===== src/rtl/mips_pkg.sv =====
`default_nettype none
// ============================================================================
// Module      : mips_pkg
// Description : Shared opcode, funct, state and mux-select encodings for the
//               multicycle MIPS control path.
// Revision    : 1.0 - initial release
// ============================================================================
package mips_pkg;

    localparam logic [5:0] OP_RTYPE = 6'b000000;
    localparam logic [5:0] OP_LW    = 6'b100011;
    localparam logic [5:0] OP_SW    = 6'b101011;
    localparam logic [5:0] OP_BEQ   = 6'b000100;
    localparam logic [5:0] OP_ADDI  = 6'b001000;
    localparam logic [5:0] OP_J     = 6'b000010;

    localparam logic [5:0] FUNCT_ADD = 6'b100000;
    localparam logic [5:0] FUNCT_SUB = 6'b100010;
    localparam logic [5:0] FUNCT_AND = 6'b100100;
    localparam logic [5:0] FUNCT_OR  = 6'b100101;
    localparam logic [5:0] FUNCT_SLT = 6'b101010;

    localparam logic [1:0] ALUOP_ADD   = 2'b00;
    localparam logic [1:0] ALUOP_SUB   = 2'b01;
    localparam logic [1:0] ALUOP_FUNCT = 2'b10;

    localparam logic [2:0] ALU_ADD = 3'b010;
    localparam logic [2:0] ALU_SUB = 3'b110;
    localparam logic [2:0] ALU_AND = 3'b000;
    localparam logic [2:0] ALU_OR  = 3'b001;
    localparam logic [2:0] ALU_SLT = 3'b111;

    localparam logic [1:0] ALUSRCB_B      = 2'b00;
    localparam logic [1:0] ALUSRCB_FOUR   = 2'b01;
    localparam logic [1:0] ALUSRCB_IMM    = 2'b10;
    localparam logic [1:0] ALUSRCB_IMMSH2 = 2'b11;

    localparam logic [1:0] PCSRC_ALURESULT = 2'b00;
    localparam logic [1:0] PCSRC_ALUOUT    = 2'b01;
    localparam logic [1:0] PCSRC_JUMP      = 2'b10;

    typedef enum logic [3:0] {
        FETCH   = 4'd0,
        DECODE  = 4'd1,
        MEMADR  = 4'd2,
        MEMRD   = 4'd3,
        MEMWB   = 4'd4,
        MEMWR   = 4'd5,
        RTYPEEX = 4'd6,
        RTYPEWB = 4'd7,
        BEQEX   = 4'd8,
        ADDIEX  = 4'd9,
        ADDIWB  = 4'd10,
        JEX     = 4'd11
    } statetype;

endpackage
`default_nettype wire


===== src/rtl/mips_mc_ctrl_aludec.sv =====
`default_nettype none
// ============================================================================
// Module      : aludec
// Description : ALU operation decoder from the FSM's aluop and the funct field.
// Revision    : 1.0 - initial release
// ============================================================================
module aludec
    import mips_pkg::*;
(
    input  logic [1:0] aluop,
    input  logic [5:0] funct,
    output logic [2:0] alucontrol
);

    always_comb begin
        alucontrol = ALU_ADD;
        case (aluop)
            ALUOP_ADD: alucontrol = ALU_ADD;
            ALUOP_SUB: alucontrol = ALU_SUB;
            default: begin
                // Unknown funct codes resolve to AND rather than X.
                case (funct)
                    FUNCT_ADD: alucontrol = ALU_ADD;
                    FUNCT_SUB: alucontrol = ALU_SUB;
                    FUNCT_AND: alucontrol = ALU_AND;
                    FUNCT_OR:  alucontrol = ALU_OR;
                    FUNCT_SLT: alucontrol = ALU_SLT;
                    default:   alucontrol = 3'b000;
                endcase
            end
        endcase
    end

endmodule
`default_nettype wire


===== src/rtl/mips_mc_ctrl.sv =====
`default_nettype none
// ============================================================================
// Module      : mips_mc_ctrl
// Description : Moore main-control FSM for the multicycle MIPS datapath.
// Revision    : 1.0 - initial release
// ============================================================================
module mips_mc_ctrl
    import mips_pkg::*;
(
    input  logic       clk,
    input  logic       reset_n,
    input  logic [5:0] op,
    input  logic [5:0] funct,
    input  logic       zero,
    output logic       pcen,
    output logic       memwrite,
    output logic       irwrite,
    output logic       regwrite,
    output logic       iord,
    output logic       memtoreg,
    output logic       regdst,
    output logic       alusrca,
    output logic [1:0] alusrcb,
    output logic [1:0] pcsrc,
    output logic [2:0] alucontrol
);

    statetype   r_state;
    statetype   w_next;
    logic       w_pcwrite;
    logic       w_branch;
    logic       w_memwrite;
    logic       w_irwrite;
    logic       w_regwrite;
    logic [1:0] w_aluop;

    always_ff @(posedge clk or negedge reset_n) begin
        if (!reset_n) r_state <= FETCH;
        else          r_state <= w_next;
    end

    always_comb begin
        w_next = FETCH;
        case (r_state)
            FETCH:  w_next = DECODE;
            DECODE: begin
                case (op)
                    OP_LW, OP_SW: w_next = MEMADR;
                    OP_RTYPE:     w_next = RTYPEEX;
                    OP_BEQ:       w_next = BEQEX;
                    OP_ADDI:      w_next = ADDIEX;
                    OP_J:         w_next = JEX;
                    default:      w_next = FETCH;
                endcase
            end
            MEMADR:  w_next = (op == OP_LW) ? MEMRD : MEMWR;
            MEMRD:   w_next = MEMWB;
            RTYPEEX: w_next = RTYPEWB;
            ADDIEX:  w_next = ADDIWB;
            default: w_next = FETCH;
        endcase
    end

    always_comb begin
        w_pcwrite  = 1'b0;
        w_branch   = 1'b0;
        w_memwrite = 1'b0;
        w_irwrite  = 1'b0;
        w_regwrite = 1'b0;
        w_aluop    = ALUOP_ADD;
        iord       = 1'b0;
        memtoreg   = 1'b0;
        regdst     = 1'b0;
        alusrca    = 1'b0;
        alusrcb    = ALUSRCB_B;
        pcsrc      = PCSRC_ALURESULT;
        case (r_state)
            FETCH: begin
                w_irwrite = 1'b1;
                w_pcwrite = 1'b1;
                alusrcb   = ALUSRCB_FOUR;
            end
            DECODE:  alusrcb = ALUSRCB_IMMSH2;
            MEMADR: begin
                alusrca = 1'b1;
                alusrcb = ALUSRCB_IMM;
            end
            MEMRD:   iord = 1'b1;
            MEMWB: begin
                w_regwrite = 1'b1;
                memtoreg   = 1'b1;
            end
            MEMWR: begin
                iord       = 1'b1;
                w_memwrite = 1'b1;
            end
            RTYPEEX: begin
                alusrca = 1'b1;
                w_aluop = ALUOP_FUNCT;
            end
            RTYPEWB: begin
                regdst     = 1'b1;
                w_regwrite = 1'b1;
            end
            BEQEX: begin
                alusrca  = 1'b1;
                w_aluop  = ALUOP_SUB;
                w_branch = 1'b1;
                pcsrc    = PCSRC_ALUOUT;
            end
            ADDIEX: begin
                alusrca = 1'b1;
                alusrcb = ALUSRCB_IMM;
            end
            ADDIWB:  w_regwrite = 1'b1;
            JEX: begin
                w_pcwrite = 1'b1;
                pcsrc     = PCSRC_JUMP;
            end
            default: ;
        endcase
    end

    // Gating with reset_n keeps write strobes quiet the instant reset asserts.
    assign pcen     = reset_n & (w_pcwrite | (w_branch & zero));
    assign memwrite = reset_n & w_memwrite;
    assign irwrite  = reset_n & w_irwrite;
    assign regwrite = reset_n & w_regwrite;

    aludec u_aludec (
        .aluop      (w_aluop),
        .funct      (funct),
        .alucontrol (alucontrol)
    );

endmodule
`default_nettype wire

===== config.mk =====
export PLATFORM = sky130hd
export DESIGN_NAME = mips_mc_ctrl
export DESIGN_NICKNAME = d
export VERILOG_FILES = /design/src/rtl/mips_pkg.sv /design/src/rtl/mips_mc_ctrl_aludec.sv /design/src/rtl/mips_mc_ctrl.sv
export SDC_FILE = /design/constraint.sdc
export NUM_CORES = 1
export LEC_CHECK = 0
export BUFFER_PORTS_ARGS = -buffer_cell sky130_fd_sc_hd__buf_2
export CAP_MARGIN = 20
export CORE_MARGIN = 3
export CORE_UTILIZATION = 39
export CTS_CLUSTER_SIZE = 16
export DETAILED_ROUTE_END_ITERATION = 7
export GPL_TIMING_DRIVEN = 0
export HOLD_SLACK_MARGIN = 0.1
export PLACE_DENSITY_LB_ADDON = 0.1
export SLEW_MARGIN = 20
export SYNTH_ARGS = -nofsm -noshare
export SYNTH_HDL_FRONTEND = slang
export SYNTH_HIERARCHICAL = 1
export SYNTH_SLANG_ARGS = --single-unit
export TNS_END_PERCENT = 10

===== constraint.sdc =====
create_clock -name clk -period 1.4 [get_ports clk]
set_input_delay 0.14 -clock clk [delete_from_list [all_inputs] [get_ports clk]]
set_output_delay 0.14 -clock clk [all_outputs]
set_load 0.01 [all_outputs]

==> metrics <==
status complete, but fails checks; failing checks setup timing; Max Transition Viols Final 0; Synth Net Count 90; pin count of the biggest net entering global routing 11; distinct cell type count of the synthesized netlist 33; global route overflow 0; flip-flop and latch area 105 sq um; reg2reg setup slack -0.07 ns; Max Fclk 0.674 GHz; EDFF count, synth 0; Total Wirelength 1.78 mm; Antenna Cells 0; Max Cap Viol 0; Worst Slack Setup Final -0.0844 ns; worst-margin pin slew 0.368 ns; Die X 43.8 um; post-synth top area cell dfrtp_1; final net count 132; Std-Cell Rows 12; Critical Path Sink alucontrol[0]; CP Capture Type primary output; synth top area cells dfrtp_1 18%, nor2_1 6.7%, xor2_1 6.3%; DRC viols 0; clk_lat worst skew 0.24 ns; fin crit period 1.48 ns; syn avg cell area 7.42 sq um; antenna violations before repair 0; share of layout cells above drive strength 1 57.4%; WP data arrival 1.34 ns; RePlAce Congestion 0.848; critical path class reg -> out; PD cells 1140 nW/um^2; Placement Setup Slack -0.175 ns; post-layout instance area 912 sq um; Yosys warning count 6; initial core utilization 45.8%; hold violation total from the final report 0; clock share of power 14.2%; CP max FO 4; CTS tree yes; area grow syn2layout 63.8%; number of port buffers 29; ys async rst share 100%; clk buf depth 2; ys flop type dfrtp_1; CTS clk-pin slew, worst paths 0.04 ns; ANT nets after route 0; WL/cell 13.8 um; fillers 89; vias in the first global route 614; P_sw 432 uW; RSZ-0062 raised after global routing yes; die area 1920 sq um; H-tree Lvls 1; Mapped Cells 75; Comb pwr share 67.0%; Reg2Reg Depth 4; global-route wire length before repair 2.68 mm; routed vias/inst 5.45; post-synthesis sequential area ratio 18.0%; Hold/Removal Path Class in -> reg; # setup viols final 7; CP startpoint r_state[3]$_DFF_PN0_; peak supply drop 0.682 mV; CP required 1.26 ns; Reg-to-Reg End r_state[1]$_DFF_PN0_; fin crit share 106%; post-synth design cell area 557 sq um; Num CTS Buffers 3; Core Area 1220 sq um; DR iter-0 viols 17; share of the synthesized area in the top cell type 18.0%; largest reg by FF count r_state; Worst slew margin 75.2%; all-layer global routing usage 18.4%; R2R Path Start r_state[2]$_DFF_PN0_; multi-input logic area 488 sq um; Largest regs r_state x4; I/O pin count 30; sw frac 41.6%; placed cells 118; Vias 703; Lkg Pwr 0.000415 uW; startpoint types flip-flop; Post-DP Area 722 sq um; Num Clock Sinks 4; Finished Layout Cells 129; die extent in y 43.8 um; max FFs per register 4; DP HPWL 1.13 mm; first-pass detailed-route iteration total 4; clk_skew 0.00339 ns; P_int 607 uW; final setup TNS -0.395 ns; #FFs+latches synth 4; clk root buf clkbuf_4; Reg power frac 18.8%
power by group through the flow:
stage,Clock (uW),Sequential [uW],Combinational [uW]
floorplan,0,148,350
global placement,0,151,500
detailed placement,0,150,500
CTS,148,193,609
global route,159,202,757
finish,148,196,696
metrics by stage:
stage	hold slack, ns	util, %	power (uW)
floorplan	-0.156	-	498
global placement	-0.0308	59.4	650
detailed placement	-0.0289	59.4	649
finish	0.276	75.0	1040
global route	0.303	75.0	1120
CTS	0.276	71.4	950
final cells by class:
| cell class | count | area share [%] |
|---|---|---|
| inverters | 3 | 1.23 |
| well taps | 14 | 1.92 |
| multi-input cells | 62 | 53.5 |
| clock buffers | 3 | 2.47 |
| flip-flops and latches | 4 | 11.5 |
| plain buffers | 3 | 3.70 |
| repair buffers | 40 | 25.7 |
per-layer routing:
layer | GRT usage, % | wire length (um) | vias up | part of all wire [%]
met4 | 10.8 | 27 | 0 | 1.5
met5 | 0 | 0 | - | 0
met2 | 27.9 | 889 | 24 | 50
met3 | 2.49 | 103 | 4 | 5.8
li1 | - | - | 350 | -
met1 | 24.4 | 764 | 325 | 43
cell usage in the layout, fill, tap and decap left out, types with 2 or more instances in the layout:
cell type  count
buf_2         29
buf_4          9
nor2_1         8
nor3_1         5
a21oi_1        5
buf_6          4
nand2_1        4
dfrtp_2        4
nand2b_4       3
xor2_1         3
nand3_1        3
clkbuf_4       3
nor2_4         2
inv_1          2
or4bb_1        2
Yosys cell counts, drive strengths merged, types with 2 or more instances:
library cell and instances:
o21ai 3, nand2b 4, dfrtp 4, buf 5
nand2 4, nand3 3, nor2 10, o22ai 2
nor3 6, xor2 4, or4bb 2, or4b 2
a21oi 5, inv 3, nor4 2, nor2b 2
worst min path at each step:
stage / endpoint / start / depth (start not counted)
after detailed placement: r_state[3]$_DFF_PN0_ / reset_n / 1
final: r_state[0]$_DFF_PN0_ / op[0] / 4
after global placement: r_state[3]$_DFF_PN0_ / reset_n / 1
after CTS: r_state[0]$_DFF_PN0_ / op[0] / 4
after floorplan: r_state[0]$_DFF_PN0_ / reset_n / 0
after global routing: r_state[0]$_DFF_PN0_ / op[5] / 4
worst max-delay path: stages, from the launching register on:
cell and delay (ns):
dfrtp_2 0.43, nand2b_4 0.17, nor2_4 0.17, nand3b_1 0.09, a21oi_1 0.11, buf_2 0.14
cell families after synthesis:
logic type      synth area share [%]
compound gates                  23.6
xor+xnor                        6.29
buf+inv                         7.19
flops                           18.0
simple gates                    44.9
repair_timing:
action,4_1_cts,5_1_grt
setup buffers,8,2
pin swaps,3,3
endpoints found under the setup margin,15,12
hold buffers,1,0
hold endpoints to repair,4,0
resized for setup,20,7
Note: power is estimated with default switching activity, not from simulation.
